**src/rtl/bits_unpacker_if.sv**
```systemverilog
// bits_unpacker_if
// ----------------
// Bundles the word-push and field-request handshakes of bits_unpacker.
//   master : the side that pushes words and requests fields
//   slave  : the unpacker itself
// Signals:
//   pushin/datain/inready  word push handshake (word is taken when pushin && inready)
//   reqin/reqlen/reqready  field request handshake (combinational reqready)
//   pushout/lenout/dataout registered field delivery, right-aligned data
//   ovf                    sticky flag, set when a pushed word was dropped
interface bits_unpacker_if #(
    parameter int IN_W  = 32,
    parameter int OUT_W = 15,
    parameter int LEN_W = 4
) ();
    logic             pushin;
    logic [IN_W-1:0]  datain;
    logic             inready;
    logic             reqin;
    logic [LEN_W-1:0] reqlen;
    logic             reqready;
    logic             pushout;
    logic [LEN_W-1:0] lenout;
    logic [OUT_W-1:0] dataout;
    logic             ovf;

    modport master (
        output pushin, datain, reqin, reqlen,
        input  inready, reqready, pushout, lenout, dataout, ovf
    );

    modport slave (
        input  pushin, datain, reqin, reqlen,
        output inready, reqready, pushout, lenout, dataout, ovf
    );
endinterface

```
**src/rtl/bits_unpacker.sv**
```systemverilog
// bits_unpacker
// -------------
// Turns a stream of fixed-width words into variable-length bit fields.
// Words land in a DEPTH-entry FIFO; a reservoir of IN_W+OUT_W bits is
// topped up from the FIFO head whenever it holds OUT_W bits or fewer, and
// requests of 0..OUT_W bits are served from the bottom of the reservoir.
// Ports:
//   clk    rising-edge clock
//   rst_n  asynchronous active-low reset, clears FIFO, reservoir and outputs
//   bus    bits_unpacker_if slave modport (push, request and output handshakes)
// Parameters:
//   IN_W, OUT_W, LEN_W (= clog2(OUT_W+1)), DEPTH (power of two),
//   MSB_FIRST (0: stream starts at datain[0], 1: at datain[IN_W-1])
module bits_unpacker #(
    parameter int IN_W      = 32,
    parameter int OUT_W     = 15,
    parameter int LEN_W     = 4,
    parameter int DEPTH     = 8,
    parameter int MSB_FIRST = 0
) (
    input  logic           clk,
    input  logic           rst_n,
    bits_unpacker_if.slave bus
);

    localparam int RES_W = IN_W + OUT_W;
    localparam int RC_W  = $clog2(RES_W + 1);
    localparam int PTR_W = $clog2(DEPTH);
    localparam int OCC_W = $clog2(DEPTH + 1);

    localparam logic [OCC_W-1:0] OCC_FULL = OCC_W'(DEPTH);
    localparam logic [RC_W-1:0]  RC_OUT_W = RC_W'(OUT_W);
    localparam logic [RC_W-1:0]  RC_IN_W  = RC_W'(IN_W);
    localparam logic [LEN_W-1:0] LEN_MAX  = LEN_W'(OUT_W);

    logic [IN_W-1:0]  mem_q [DEPTH];
    logic [IN_W-1:0]  mem_d [DEPTH];
    logic [PTR_W-1:0] wr_ptr_q, wr_ptr_d;
    logic [PTR_W-1:0] rd_ptr_q, rd_ptr_d;
    logic [OCC_W-1:0] occ_q, occ_d;
    logic             ovf_q, ovf_d;

    logic [RES_W-1:0] res_q, res_d;
    logic [RC_W-1:0]  rcount_q, rcount_d;

    logic             pushout_q, pushout_d;
    logic [LEN_W-1:0] lenout_q, lenout_d;
    logic [OUT_W-1:0] dataout_q, dataout_d;

    logic             inready;
    logic             push_ok;
    logic             pop;
    logic             accept;
    logic [LEN_W-1:0] len_eff;
    logic [IN_W-1:0]  head_raw;
    logic [IN_W-1:0]  head_rev;
    logic [IN_W-1:0]  head;
    logic [RC_W-1:0]  consumed;
    logic [RC_W-1:0]  rem;
    logic [RES_W-1:0] shifted;
    logic [OUT_W-1:0] mask;
    logic [OUT_W-1:0] field_lsb;
    logic [OUT_W-1:0] field_rev;
    logic [OUT_W-1:0] field;

    // Request side: clamp the requested length and accept only when the
    // reservoir already holds that many bits. A zero-length request is
    // therefore always accepted, even when everything is empty.
    always_comb begin
        len_eff = (bus.reqlen > LEN_MAX) ? LEN_MAX : bus.reqlen;
        accept  = bus.reqin && (rcount_q >= RC_W'(len_eff));
    end

    // Word FIFO bookkeeping. inready looks only at registered occupancy, so
    // a full FIFO drops the incoming word even if the head leaves this cycle.
    // The refill decision uses the registered bit count, before any consume.
    always_comb begin
        inready  = (occ_q != OCC_FULL);
        push_ok  = bus.pushin && inready;
        pop      = (occ_q != '0) && (rcount_q <= RC_OUT_W);
        mem_d    = mem_q;
        wr_ptr_d = wr_ptr_q;
        rd_ptr_d = rd_ptr_q;
        occ_d    = occ_q;
        ovf_d    = ovf_q | (bus.pushin & ~inready);
        if (push_ok) begin
            mem_d[wr_ptr_q] = bus.datain;
            wr_ptr_d        = wr_ptr_q + 1'b1;
        end
        if (pop) begin
            rd_ptr_d = rd_ptr_q + 1'b1;
        end
        case ({push_ok, pop})
            2'b10:   occ_d = occ_q + 1'b1;
            2'b01:   occ_d = occ_q - 1'b1;
            default: occ_d = occ_q;
        endcase
    end

    // Head word as it enters the reservoir. In MSB-first mode the word is
    // bit-reversed so that reservoir bit 0 is always the next stream bit.
    always_comb begin
        head_raw = mem_q[rd_ptr_q];
        head_rev = '0;
        for (int i = 0; i < IN_W; i++) begin
            head_rev[i] = head_raw[IN_W-1-i];
        end
        head = (MSB_FIRST != 0) ? head_rev : head_raw;
    end

    // Reservoir update: drop the consumed bits first, then append the head
    // word directly above whatever remains. Bits above rcount are kept zero,
    // so a plain OR is enough to merge the new word in.
    always_comb begin
        consumed = accept ? RC_W'(len_eff) : '0;
        rem      = rcount_q - consumed;
        shifted  = res_q >> consumed;
        res_d    = shifted;
        rcount_d = rem;
        if (pop) begin
            res_d    = shifted | ({{OUT_W{1'b0}}, head} << rem);
            rcount_d = rem + RC_IN_W;
        end
    end

    // Field extraction. The low len_eff bits are masked off; in MSB-first
    // mode the whole OUT_W slice is reversed and shifted back down, which
    // leaves the first stream bit at position len_eff-1.
    always_comb begin
        mask      = ~({OUT_W{1'b1}} << len_eff);
        field_lsb = res_q[OUT_W-1:0] & mask;
        field_rev = '0;
        for (int i = 0; i < OUT_W; i++) begin
            field_rev[i] = field_lsb[OUT_W-1-i];
        end
        field = (MSB_FIRST != 0) ? (field_rev >> (LEN_MAX - len_eff)) : field_lsb;
    end

    // Output stage: pushout pulses for one cycle per accepted request while
    // lenout/dataout keep the last delivered field between pulses.
    always_comb begin
        pushout_d = accept;
        lenout_d  = lenout_q;
        dataout_d = dataout_q;
        if (accept) begin
            lenout_d  = len_eff;
            dataout_d = field;
        end
    end

    // FIFO storage carries no reset; occupancy and pointers define validity.
    always_ff @(posedge clk) begin
        mem_q <= mem_d;
    end

    // Control and datapath registers, all cleared by the asynchronous reset.
    always_ff @(posedge clk or negedge rst_n) begin
        if (!rst_n) begin
            wr_ptr_q  <= '0;
            rd_ptr_q  <= '0;
            occ_q     <= '0;
            ovf_q     <= 1'b0;
            res_q     <= '0;
            rcount_q  <= '0;
            pushout_q <= 1'b0;
            lenout_q  <= '0;
            dataout_q <= '0;
        end else begin
            wr_ptr_q  <= wr_ptr_d;
            rd_ptr_q  <= rd_ptr_d;
            occ_q     <= occ_d;
            ovf_q     <= ovf_d;
            res_q     <= res_d;
            rcount_q  <= rcount_d;
            pushout_q <= pushout_d;
            lenout_q  <= lenout_d;
            dataout_q <= dataout_d;
        end
    end

    assign bus.inready  = inready;
    assign bus.reqready = accept;
    assign bus.pushout  = pushout_q;
    assign bus.lenout   = lenout_q;
    assign bus.dataout  = dataout_q;
    assign bus.ovf      = ovf_q;

endmodule

```
**src/flat_wrapper.sv**
```systemverilog
// flat-port wrapper written by rule: the top's interface ports become plain ports
module bits_unpacker_flat 
#(
    parameter int IN_W      = 32,
    parameter int OUT_W     = 15,
    parameter int LEN_W     = 4,
    parameter int DEPTH     = 8,
    parameter int MSB_FIRST = 0
)
  (clk, rst_n, bus_pushin, bus_datain, bus_reqin, bus_reqlen, bus_inready, bus_reqready, bus_pushout, bus_lenout, bus_dataout, bus_ovf);
  bits_unpacker_if #(.IN_W(IN_W), .OUT_W(OUT_W), .LEN_W(LEN_W)) bus_i ();
  input  logic clk;
  input  logic rst_n;
  input wire logic [$bits(bus_i.pushin)-1:0] bus_pushin;
  input wire logic [$bits(bus_i.datain)-1:0] bus_datain;
  input wire logic [$bits(bus_i.reqin)-1:0] bus_reqin;
  input wire logic [$bits(bus_i.reqlen)-1:0] bus_reqlen;
  output wire logic [$bits(bus_i.inready)-1:0] bus_inready;
  output wire logic [$bits(bus_i.reqready)-1:0] bus_reqready;
  output wire logic [$bits(bus_i.pushout)-1:0] bus_pushout;
  output wire logic [$bits(bus_i.lenout)-1:0] bus_lenout;
  output wire logic [$bits(bus_i.dataout)-1:0] bus_dataout;
  output wire logic [$bits(bus_i.ovf)-1:0] bus_ovf;
  assign bus_i.pushin = bus_pushin;
  assign bus_i.datain = bus_datain;
  assign bus_i.reqin = bus_reqin;
  assign bus_i.reqlen = bus_reqlen;
  assign bus_inready = bus_i.inready;
  assign bus_reqready = bus_i.reqready;
  assign bus_pushout = bus_i.pushout;
  assign bus_lenout = bus_i.lenout;
  assign bus_dataout = bus_i.dataout;
  assign bus_ovf = bus_i.ovf;
  bits_unpacker #(.IN_W(IN_W), .OUT_W(OUT_W), .LEN_W(LEN_W), .DEPTH(DEPTH), .MSB_FIRST(MSB_FIRST)) u_core (.clk(clk), .rst_n(rst_n), .bus(bus_i));
endmodule
```
**config.mk**
```make
export PLATFORM = sky130hd
export DESIGN_NAME = bits_unpacker_flat
export DESIGN_NICKNAME = d
export VERILOG_FILES = /design/src/rtl/bits_unpacker_if.sv /design/src/rtl/bits_unpacker.sv /design/src/flat_wrapper.sv
export SDC_FILE = /design/constraint.sdc
export NUM_CORES = 1
export LEC_CHECK = 0
export ABC_CLOCK_PERIOD_IN_PS = 10240
export CELL_PAD_IN_SITES_DETAIL_PLACEMENT = 0
export CELL_PAD_IN_SITES_GLOBAL_PLACEMENT = 1
export CORE_MARGIN = 1
export CORE_UTILIZATION = 50
export DETAILED_ROUTE_END_ITERATION = 10
export GPL_TIMING_DRIVEN = 0
export PLACE_DENSITY_LB_ADDON = 0.1
export REMOVE_ABC_BUFFERS = 1
export SETUP_SLACK_MARGIN = 0.05
export SLEW_MARGIN = 20
export SYNTH_ARGS = -nofsm -noshare
export SYNTH_HDL_FRONTEND = slang
export SYNTH_SLANG_ARGS = --single-unit
```
**constraint.sdc**
```tcl
create_clock -name clk -period 10.24 [get_ports clk]
set_input_delay 2.048 -clock clk [delete_from_list [all_inputs] [get_ports clk]]
set_output_delay 2.048 -clock clk [all_outputs]
set_load 0.02 [all_outputs]
```
==> results.json, run 1 <==
{
  "p_switching_mw": 3.12,
  "place_area_mm2": 0.0189,
  "ir_drop_mv": 0.180,
  "cts_tree": "yes",
  "hold_class": "reg2reg",
  "reg2reg_depth": 17,
  "via_per_inst": 6.34,
  "place_congestion": 0.920,
  "rsz0062_at_grt": "no",
  "ys.flop_type": "edfxtp_1",
  "finalCriticalPeriod_ns": 9.78,
  "dp_cells": 1835,
  "avgRoutedWirePerCell_um": 24.4,
  "nets": 1476,
  "p_per_area_mw_per_mm2": 360,
  "cts.clk_slew.worst_paths_ns": 0.07,
  "finalHoldViolCount": 0,
  "reg2reg_slack_ns": 3.56,
  "drive_above_1_share_pct": 15.9,
  "dr.pass1.iters": 6,
  "cts_made_buffers": 38,
  "cp.arrival_ns": 10.17,
  "die_area_mm2": 0.0358,
  "antenna_found_initial": 1,
  "synth_edf_count": 256,
  "die_w_um": 189,
  "synthTopCellsByCount": "edfxtp_1, nor2_1, nand2_1, mux2i_1, dfrtp_1",
  "io_buffers": 62,
  "dp_hpwl_um": 30900,
  "track_usage_pct": 26.5,
  "drt-initial-drc-count": 1035,
  "max_freq_ghz": 0.102,
  "synthToLayoutAreaGrowth_pct": 14.8,
  "seqCellArea_mm2": 0.00980,
  "start_kind": "input port",
  "power_frac_seq_pct": 28.6,
  "io_pins": 63,
  "power_frac_comb_pct": 53.3,
  "grt_first_pass_wirelength_um": 72500,
  "fin_crit_sh_pct": 95.5,
  "worstHoldEndpoint": "u_core.bus.dataout[2]",
  "synth_top_area_share_pct": 43.8,
  "p_sw_share_pct": 43.0,
  "clkPwrFrac_pct": 18.1,
  "postRouteAntennaNets": 0,
  "intPower_mw": 4.13,
  "yosysMostFrequentCell": "edfxtp_1",
  "min-delay-start": "u_core.bus.dataout[2]",
  "grt_max_degree": 71,
  "yosys.area.top_type": "edfxtp_1",
  "fin_util_pct": 58.3,
  "num_vias": 12061,
  "syn_area_per_cell_um2": 12.6,
  "cts_buffer_depth": 3,
  "grt_pass1_vias": 12063,
  "r2r_end": "u_core.res_q[23]",
  "relSlewSlack_pct": 23.5,
  "min_path_cells": 2,
  "yosysWarnings": 0,
  "clock-sinks": 340,
  "skew_ns": 0.0192,
  "worstMarginPinSlew_ns": 1.14,
  "crit_fanout": 30,
  "fill_cells": 2821,
  "synth.cell_area_mm2": 0.0175,
  "grt_util_met1_pct": 37.5,
  "postCtsSetupBuffers": 0,
  "crit_path_end_kind": "flop",
  "clk_latency_ns": 0.54,
  "diodes": 0,
  "worst_hold_slack_ns": 0.461,
  "finalSetupViolations": 0,
  "final.setup.tns_ns": 0,
  "power.leakage_nw": 7.16,
  "synth_seq_cells": 340,
  "core_mm2": 0.0345,
  "status": "finished clean",
  "worst-setup-path-type": "in2reg",
  "cts_hold_buf": 0,
  "slew_violations": 0,
  "grtUsageMet2_pct": 43.1,
  "grt_remaining_overflow": 0,
  "met3_usage_pct": 4.11,
  "fp.dieH_um": 189,
  "regToRegStartpoint": "u_core.rcount_q[0]",
  "cts_resized": 0,
  "finalWirelength_um": 46400,
  "ctsHtreeMaxLevel": 2,
  "yosys-top-cells-area": "edfxtp_1, dfrtp_1, mux4_2, mux2i_1, nor2_1",
  "drc": 0,
  "initial_core_util_pct": 50.8,
  "synthArstFlopShare_pct": 24.7,
  "syn-instance-count": 1390,
  "finalNonFillerCells": 1903,
  "drv_cap": 0,
  "rows": 68,
  "ys_types": 70,
  "multi_input_area_mm2": 0.00725,
  "clock-root-buffer": "clkbuf_16",
  "finalInstanceArea_mm2": 0.0201,
  "required_ns": 10.64,
  "cp-startpoint": "bus_reqlen[1]",
  "busiest_layer": "met2",
  "yosysSeqAreaShare_pct": 55.8
}
==> power groups by stage <==
stage	combinational, mW	clock (mW)	sequential, mW
5_1_grt	4.16	1.40	2.11
3_3_place_gp	3.61	0	2.20
3_5_place_dp	3.82	0	2.10
6_report	3.86	1.31	2.07
2_1_floorplan	2.48	0	2.12
4_1_cts	3.84	1.34	2.07
==> layout make-up <==
class | instances | share of cell area [%]
sequential | 340 | 48.6
multi-input combinational | 908 | 36.0
timing repair buffer | 96 | 5.92
clock buffer | 45 | 4.96
tap | 455 | 2.83
clock inverter | 23 | 1.02
inverter | 36 | 0.671
==> cells in the final DEF (no fill, tap or decap), types with 5 or more instances in the layout <==
cell type	synthesis	layout
a211oi_1	20	19
a21o_1	5	5
a21oi_1	51	51
a221oi_1	5	5
a22oi_1	11	11
a31oi_1	28	28
a41oi_1	7	7
buf_12	2	8
buf_16	0	10
buf_4	4	11
buf_6	4	7
clkbuf_1	63	6
clkbuf_16	0	39
clkdlybuf4s50_1	0	59
clkinv_1	3	15
clkinv_2	0	5
dfrtp_1	84	81
edfxtp_1	256	256
ha_1	14	14
inv_1	30	27
inv_2	3	5
mux2_2	32	32
mux2i_1	90	90
mux4_1	5	5
mux4_2	76	76
nand2_1	112	111
nand3_1	27	25
nand4_1	8	8
nor2_1	132	126
nor2_4	0	6
nor2b_1	5	5
nor3_1	30	26
o211ai_1	22	22
o21ai_0	79	78
o21ai_1	5	5
o221ai_1	27	27
o22ai_1	30	30
o31ai_1	5	5
or3_1	5	5
xnor2_1	8	8
==> per-layer routing <==
metal | part of all wire, % | wire, um | vias up
li1 | - | - | 5498
met1 | 44 | 20300 | 6067
met2 | 48 | 22400 | 442
met3 | 6.5 | 3000 | 54
met4 | 1.6 | 720 | 0
met5 | 0 | 0 | -
==> registers in the layout, indices dropped and copies added, names as in the netlist <==
name                flops
u_core.bus.dataout     15
u_core.bus.lenout       4
u_core.bus.ovf          1
u_core.bus.pushout      1
u_core.mem_q          256
u_core.occ_q            4
u_core.rcount_q         6
u_core.rd_ptr_q         3
u_core.res_q           47
u_core.wr_ptr_q         3
==> stage by stage <==
step / setup WS, ns / power [mW]
after floorplan: 0.775 / 4.60
after global placement: -5.65 / 5.82
after detailed placement: -0.0628 / 5.91
after CTS: 0.497 / 7.25
after global routing: 0.141 / 7.66
final: 0.463 / 7.25
==> worst max-delay path by stage <==
| stage | slack (ns) | to |
|---|---|---|
| after floorplan | 0.78 | u_core.res_q[32] |
| after global placement | -5.65 | u_core.res_q[23] |
| after detailed placement | -0.06 | u_core.res_q[13] |
| after CTS | 0.50 | u_core.res_q[13] |
| after global routing | 0.14 | u_core.res_q[23] |
| final | 0.46 | u_core.res_q[23] |
==> worst max-delay path, stage by stage <==
cell	delay [ns]
clkdlybuf4s50_1	1.22
inv_1	0.70
ha_1	0.48
a21o_1	0.20
a211o_2	0.48
buf_12	0.22
nand3_2	0.50
inv_2	0.38
ha_1	0.88
clkinv_1	0.94
nor2_1	0.54
a22oi_1	0.15
a21boi_0	0.22
mux2_2	0.38
and3_1	0.19
a211oi_1	0.43
o21ai_1	0.15
==> cells by family after synthesis <==
group / after synthesis / synth area share (%)
flip-flops: 340 / 55.8
adder cells (fa/ha/maj): 16 / 1.23
multiplexers: 204 / 17.8
XOR/XNOR: 11 / 0.549
AND/OR/NAND/NOR: 339 / 8.23
AO/OA/AOI/OAI: 338 / 12.8
buffers and inverters: 142 / 3.61
Power figures use the tool's default switching activity.
==> run 2, diff against run 1 <==
--- a/config.mk
+++ b/config.mk
@@ -8,9 +8,9 @@
 export ABC_CLOCK_PERIOD_IN_PS = 10240
 export CELL_PAD_IN_SITES_DETAIL_PLACEMENT = 0
 export CELL_PAD_IN_SITES_GLOBAL_PLACEMENT = 1
-export CORE_MARGIN = 1
 export CORE_UTILIZATION = 50
 export DETAILED_ROUTE_END_ITERATION = 10
+export GPL_ROUTABILITY_DRIVEN = 1
 export GPL_TIMING_DRIVEN = 0
 export PLACE_DENSITY_LB_ADDON = 0.1
 export REMOVE_ABC_BUFFERS = 1
==> results of run 2 <==
Final layout, timing and power as in run 1 (identical DEF).
==> run 3, diff against run 2 <==
==> constraint.sdc (replaced) <==
create_clock -name clk -period 10.24 [get_ports clk]
set_input_delay 2.048 -clock clk [delete_from_list [all_inputs] [get_ports clk]]
set_output_delay 2.048 -clock clk [all_outputs]
set_load 0.1 [all_outputs]
==> results of run 3 <==
The final DEF is identical to that of run 1. Status: finished clean.
Main changes from that run: total power 7.25 mW -> 7.47 mW
